`src/rtl/polygon_area_acc.sv`:
```
// Shoelace accumulator for one fence vertex set: reports twice the enclosed
// area and the winding direction once per N_VERT vertices.
module polygon_area_acc #(
    parameter int unsigned N_VERT  = 6,
    parameter int unsigned COORD_W = 8,
    parameter int unsigned ACC_W   = 2 * COORD_W + 4
) (
    input  logic                 clk,
    input  logic                 reset,
    input  logic                 in_valid,
    input  logic [COORD_W-1:0]   inX,
    input  logic [COORD_W-1:0]   inY,
    output logic [2*COORD_W:0]   dbl_area,
    output logic                 ccw,
    output logic                 out_valid,
    output logic                 busy,
    output logic                 drop_err
);

    localparam int unsigned PROD_W = 2 * COORD_W;
    localparam int unsigned AREA_W = 2 * COORD_W + 1;
    localparam int unsigned CNT_W  = $clog2(N_VERT + 1);

    typedef enum logic [1:0] {
        S_IDLE  = 2'd0,
        S_ACCUM = 2'd1,
        S_CLOSE = 2'd2,
        S_OUT   = 2'd3
    } state_t;

    state_t                    state;
    logic [CNT_W-1:0]          count;
    logic signed [ACC_W-1:0]   acc;
    logic [COORD_W-1:0]        first_x;
    logic [COORD_W-1:0]        first_y;
    logic [COORD_W-1:0]        prev_x;
    logic [COORD_W-1:0]        prev_y;

    // One shoelace term a.x*b.y - b.x*a.y on zero-extended products.
    function automatic logic signed [ACC_W-1:0] cross_term(
        input logic [COORD_W-1:0] ax,
        input logic [COORD_W-1:0] ay,
        input logic [COORD_W-1:0] bx,
        input logic [COORD_W-1:0] by
    );
        logic [PROD_W-1:0] p;
        logic [PROD_W-1:0] q;
        p = PROD_W'(ax) * PROD_W'(by);
        q = PROD_W'(bx) * PROD_W'(ay);
        return $signed(ACC_W'(p)) - $signed(ACC_W'(q));
    endfunction

    always_ff @(posedge clk or negedge reset) begin
        if (!reset) begin
            state     <= S_IDLE;
            count     <= '0;
            acc       <= '0;
            first_x   <= '0;
            first_y   <= '0;
            prev_x    <= '0;
            prev_y    <= '0;
            dbl_area  <= '0;
            ccw       <= 1'b0;
            out_valid <= 1'b0;
            busy      <= 1'b0;
            drop_err  <= 1'b0;
        end else begin
            out_valid <= 1'b0;
            // busy mirrors CLOSE/OUT, so any vertex offered now is lost
            if (in_valid && busy) begin
                drop_err <= 1'b1;
            end
            case (state)
                S_IDLE: begin
                    if (in_valid) begin
                        first_x <= inX;
                        first_y <= inY;
                        prev_x  <= inX;
                        prev_y  <= inY;
                        count   <= CNT_W'(1);
                        acc     <= '0;
                        state   <= S_ACCUM;
                    end
                end
                S_ACCUM: begin
                    if (in_valid) begin
                        acc    <= acc + cross_term(prev_x, prev_y, inX, inY);
                        prev_x <= inX;
                        prev_y <= inY;
                        count  <= count + CNT_W'(1);
                        if (count == CNT_W'(N_VERT - 1)) begin
                            state <= S_CLOSE;
                            busy  <= 1'b1;
                        end
                    end
                end
                S_CLOSE: begin
                    acc   <= acc + cross_term(prev_x, prev_y, first_x, first_y);
                    state <= S_OUT;
                end
                S_OUT: begin
                    dbl_area  <= AREA_W'(acc[ACC_W-1] ? -acc : acc);
                    ccw       <= !acc[ACC_W-1] && (acc != '0);
                    out_valid <= 1'b1;
                    busy      <= 1'b0;
                    state     <= S_IDLE;
                end
                default: begin
                    state <= S_IDLE;
                    busy  <= 1'b0;
                end
            endcase
        end
    end

endmodule
```
`config.mk`:
```
export PLATFORM = sky130hd
export DESIGN_NAME = polygon_area_acc
export DESIGN_NICKNAME = d
export VERILOG_FILES = /design/src/rtl/polygon_area_acc.sv
export SDC_FILE = /design/constraint.sdc
export NUM_CORES = 1
export LEC_CHECK = 0
export ABC_AREA = 1
export CAP_MARGIN = 15
export CORE_ASPECT_RATIO = 1.25
export CORE_MARGIN = 2
export CORE_UTILIZATION = 40
export CTS_BUF_LIST = sky130_fd_sc_hd__clkbuf_4
export CTS_CLUSTER_SIZE = 30
export DETAILED_ROUTE_END_ITERATION = 7
export PLACE_DENSITY = 0.65
export SLEW_MARGIN = 30
export SYNTH_ARGS = -nofsm -noshare
export SYNTH_HDL_FRONTEND = slang
export SYNTH_SLANG_ARGS = --single-unit
```
`constraint.sdc`:
```
create_clock -name clk -period 15.55 [get_ports clk]
set_input_delay 1.555 -clock clk [delete_from_list [all_inputs] [get_ports clk]]
set_output_delay 1.555 -clock clk [all_outputs]
set_load 0.02 [all_outputs]
```
==> out/results.ini, run 1 <==
[timing]
hold_viol_final = 0
worstMarginPinSlew_ns = 0.9794
hold_ws_ns = 0.4761
rsz0062_at_grt = no
skew_ns = 0.02029
slew_viol_final = 0
fmax_mhz = 124.0
period_share_pct = 51.87
setup_violations = 0
slew_headroom_pct = 34.70
fin_crit_ns = 8.066
tns_ns = 0

[cells_and_area]
antenna_cells = 0
layout_common_cells = 509 x inv_1, 446 x nand2_1, 199 x fa_1, 159 x ha_1, 78 x dfrtp_1
nets = 2191
area_growth_pct = 6.274
fin_cells = 2287
drive_gt1_share_pct = 4.508
final_common_cell = inv_1

[clocking]
clock_latency_ns = 0.50
cts_resized = 0
path_clk_slew_ns = 0.15
cts_max_path_buffers = 2
cts_tree = done
post_cts_buffers = 0
numCtsBuffers = 9
clock-sinks = 78
cts_root_buffer = clkbuf_4
htree_levels = 3
postCtsHoldBufs = 0

[logic_synthesis]
synth_area_leaders = fa_1 28%, ha_1 14%, dfrtp_1 14%
syn_area_per_cell_um2 = 7.648
yosys_warnings = 0
synth.yosys.seq_area_share_pct = 13.92
netlist_instances = 1833
synth_top_area_share_pct = 28.42
yosys_register_bits = 78
synth_top_area_cell = fa_1
syn_area_mm2 = 0.01402
syn_nets = 2210
async_reset_ff_share_pct = 100.0
synth_edf_count = 0
yosysUniqueCellTypes = 44
synth_ff_type = dfrtp_1

[detailed_routing]
dr.pass1.iters = 6
viasPerCell = 4.822
route.final.wire_length_mm = 35.35
wl_per_cell_um = 15.46
drc_errors = 0
ant_nets = 0
drt_iter0_drc = 668
vias = 11029

[critical_path]
critPathSlowestCell = clkdlybuf4s50_1
start_kind = input pin
worst-endpoint-arrival_ns = 8.46
critical_path_required_ns = 15.95
critPathMaxStageDelay_ns = 0.78
critical_path.max_fanout = 10
crit_path_end_kind = flop
crit_top_cell = fa_1
crit_type = input pin to flop

[global_route]
grt_overflow = 0
antenna_found_initial = 0
grtUsageTotal_pct = 20.59
grt_max_degree = 50
grt_pass1_vias = 11629
grt_pass1_wl_mm = 58.93

[floorplanning]
die_area_mm2 = 0.03657
pin_count = 40
core_mm2 = 0.03452
die-height_um = 213.3
initial_utilization_pct = 40.61
num_rows = 76
die_width_um = 171.4

[place]
io_buffers = 39
gp_congestion = 0.9575
dp_hpwl_mm = 28.70
dp_cells = 2271

[run]
max-cap-violations = 0

[outcome]
outcome = finished, final reports clean

[min_path]
min_path_type = flop to flop

[worst paths after layout]
check / startpoint / endpoint / slack (ns) / cells after the start
setup / recovery: inY[1] / acc[17] / 7.48 / 28
setup reg to reg: prev_x[3] / acc[17] / 8.00 / 30
hold reg to reg: drop_err / drop_err / 0.48 / 1
min in group asynchronous: reset / dbl_area[6] / 0.96 / 1
max in group asynchronous: reset / first_x[3] / 13.54 / 2
hold / removal: drop_err / drop_err / 0.48 / 1
[layout make-up]
class                   instances  area, µm²
flip-flops and latches         78       1952
inverters                     510       1914
clock inverters                 7      80.08
fillers                      3440      19620
multi-input cells            1168       9851
clock buffers                   9      67.56
repair buffers                 47      447.9
well taps                     468      585.6
[through the flow]
stage | worst slack (ns) | utilization (%) | instance area (µm²)
global placement | 7.017 | 42.73 | 14750
finish | 7.484 | 43.16 | 14900
CTS | 7.506 | 43.16 | 14900
global route | 7.012 | 43.16 | 14900
detailed placement | 6.974 | 42.73 | 14750
floorplan | 8.118 | - | 14020
[logic make-up after synthesis]
group / count (synthesis) / synth area share, %
adders and majority gates: 358 / 42.61
buffers and inverters: 587 / 15.81
and+or+nand+nor: 580 / 16.67
AOI/OAI and AO/OA: 175 / 6.971
muxes: 33 / 2.642
DFF: 78 / 13.92
xor gates and xnor gates: 22 / 1.374
[synth_stat cells, types with 18 or more instances]
master,count
fa_1,199
o21ai_0,64
mux2_2,32
clkbuf_1,70
a21oi_1,63
dfrtp_1,78
nand2_1,446
nor2_1,65
ha_1,159
inv_1,509
xor2_1,18
nand3_1,37
[critical path: cells and delay by family]
family	cells	cell delay [ns]
fa+ha+maj	8	3.83
simple gates	9	1.22
buf+inv	5	0.99
compound gates	6	0.81
[metal layers]
layer / global-route usage [%] / share of wire (%)
met3: 2.132 / 4.4
met5: 0 / 0
met1: 26.05 / 43
met2: 37.14 / 50
met4: 5.757 / 2.6
[sequential cells by signal, summed over array words and instances (netlist names), 2 cells and up]
name / flops
first_x: 8
state: 2
prev_y: 8
count: 3
dbl_area: 17
first_y: 8
acc: 20
prev_x: 8
Power of run 1 is not shown: default switching activity piles up to over one toggle a cycle in this logic, so the estimate is an artifact.
==> inputs of run 2 (changes only) <==
- clock period: 15.55 -> 7.9 ns (I/O delays scaled with it)
==> run 2 against run 1 <==
Compared with the run above:
- design area increased by 1.3%
- worst setup slack got worse by 7.1 ns
- utilization increased by 0.55 points
- clock skew increased by 0.0010 ns
- die area unchanged
- register-to-register slack got worse by 7.6 ns
- worst hold slack got worse by 0.22 ns
- global-route usage increased by 1.0 points
- first-iteration DRC count decreased by 10%
- sequential share of layout area decreased by 0.17 points
- critical path type is now flop to flop
==> out/results.ini, run 2 (synthesis results as in run 1) <==
[cells_and_area]
antenna_cells = 0  ; unchanged
largest_reg_flops = 20  ; unchanged
reg_top3 = acc x20, dbl_area x17
layout_common_cells = 509 x inv_1, 444 x nand2_1, 199 x fa_1, 159 x ha_1, 78 x dfrtp_1
final_common_cell = inv_1
drive_gt1_share_pct = 5.911  ; +1.4 points
area_growth_pct = 7.631
fin_cells = 2312  ; +1.1%
regMostFlops = acc
nets = 2217  ; +1.2%

[place]
pre_cts_ws_ns = 0.2348  ; -6.739 ns
gp_congestion = 0.9586  ; +0.11%
io_buffers = 39  ; unchanged
dp_hpwl_mm = 30.75  ; +7.1%
dp_cells = 2297  ; +1.1%

[timing]
worstMarginPinSlew_ns = 0.8561  ; -0.1233 ns
hold_viol_final = 0  ; unchanged
skew_ns = 0.02132  ; +0.001029 ns
tns_ns = 0  ; unchanged
rsz0062_at_grt = no
slew_headroom_pct = 42.93  ; +8.2 points
period_share_pct = 95.38
slew_viol_final = 0  ; unchanged
setup_ws_ns = 0.3652  ; -7.119 ns
setup_violations = 0  ; unchanged
fin_crit_ns = 7.535
hold_ws_ns = 0.2524  ; -0.2237 ns
fmax_mhz = 132.7

[clocking]
cts_tree = done
cts_max_path_buffers = 2  ; unchanged
postCtsHoldBufs = 0  ; unchanged
clock_latency_ns = 0.49  ; about the same
path_clk_slew_ns = 0.16  ; about the same
clock-sinks = 78  ; unchanged
cts_resized = 0  ; unchanged
numCtsBuffers = 9  ; unchanged
post_cts_buffers = 0  ; unchanged
cts_root_buffer = clkbuf_4
htree_levels = 3  ; unchanged

[global_route]
grt_max_degree = 43  ; -14%
grt_pass1_wl_mm = 61.43  ; +4.2%
grtUsageTotal_pct = 21.58  ; +1.0 points
grt_pass1_vias = 11875  ; +2.1%
grt_overflow = 0  ; unchanged
antenna_found_initial = 0  ; unchanged

[critical_path]
r2r-start = prev_x[0]
critical_path.startpoint = prev_x[0]
crit_path_end_kind = flop
worst-endpoint-arrival_ns = 7.92  ; -0.54 ns
start_kind = flop
critical_path.max_fanout = 11  ; +1
critical_path_required_ns = 8.28  ; -7.67 ns
crit_type = flop to flop

[floorplanning]
pin_count = 40  ; unchanged
die-height_um = 213.3  ; unchanged
core_mm2 = 0.03452  ; unchanged
initial_utilization_pct = 40.61  ; unchanged
die_width_um = 171.4  ; unchanged
num_rows = 76  ; unchanged
die_area_mm2 = 0.03657  ; unchanged

[detailed_routing]
drt_iter0_drc = 600  ; -10%
ant_nets = 0  ; unchanged
viasPerCell = 4.869  ; +0.97%
vias = 11258  ; +2.1%
dr.pass1.iters = 6  ; unchanged
wl_per_cell_um = 15.98  ; +3.4%
route.final.wire_length_mm = 36.94  ; +4.5%
drc_errors = 0  ; unchanged

[min_path]
min_path_type = input pin to asynchronous set/reset pin

[outcome]
outcome = finished, final reports clean

[run]
max-cap-violations = 0  ; unchanged

run 2: worst paths after layout:
path                           endpoint  slack [ns]  cells past startpoint
hold / removal             dbl_area[12]        0.25                      1
max in group asynchronous    first_x[7]        6.59                      2
min in group clk               drop_err        0.50                      1
hold reg to reg                drop_err        0.50                      1
setup reg to reg                acc[17]        0.37                     27
setup / recovery                acc[17]        0.37                     27
run 2: through the flow:
step,cell area (µm²),utilization (%)
global placement,14950,43.30
finish,15090,43.71
global route,15090,43.71
detailed placement,14950,43.31
floorplan,14020,-
CTS,15090,43.71
run 2: metal layers:
layer | vias up | routed length [µm] | track usage, %
met2 | 236 | 18480 | 38.37
met5 | - | 0 | 0
met3 | 70 | 1152 | 2.169
li1 | 5412 | - | -
met4 | 0 | 1547 | 8.153
met1 | 5540 | 15760 | 26.97
run 2: final cells by class:
type / instances / area, µm²
Multi-Input combinational cell: 1168 / 9856
Clock buffer: 9 / 67.56
Timing Repair Buffer: 73 / 643.1
Tap cell: 468 / 585.6
Sequential cell: 78 / 1952
Inverter: 510 / 1914
Fill cell: 3422 / 19430
Clock inverter: 6 / 70.07
run 2: worst max-delay path: stages, from the launching register on:
cell and delay [ns]:
dfrtp_1 0.87, buf_4 0.27, nand2_1 0.07, fa_1 0.51, fa_1 0.44, fa_1 0.52
inv_1 0.05, fa_1 0.59, fa_1 0.46, fa_1 0.48, ha_1 0.36, a21o_1 0.21
nand3_1 0.07, nand2_1 0.07, a21oi_1 0.19, o21ai_0 0.15, o21ai_0 0.42, o21ai_0 0.19
ha_1 0.43, nand2_1 0.12, nor2_1 0.11, inv_1 0.07, nor3_1 0.26, nand3_1 0.18
nand3_1 0.13, a21oi_1 0.07, o21ai_0 0.08, nand2_1 0.06
Power of run 2 is left out for the same reason.
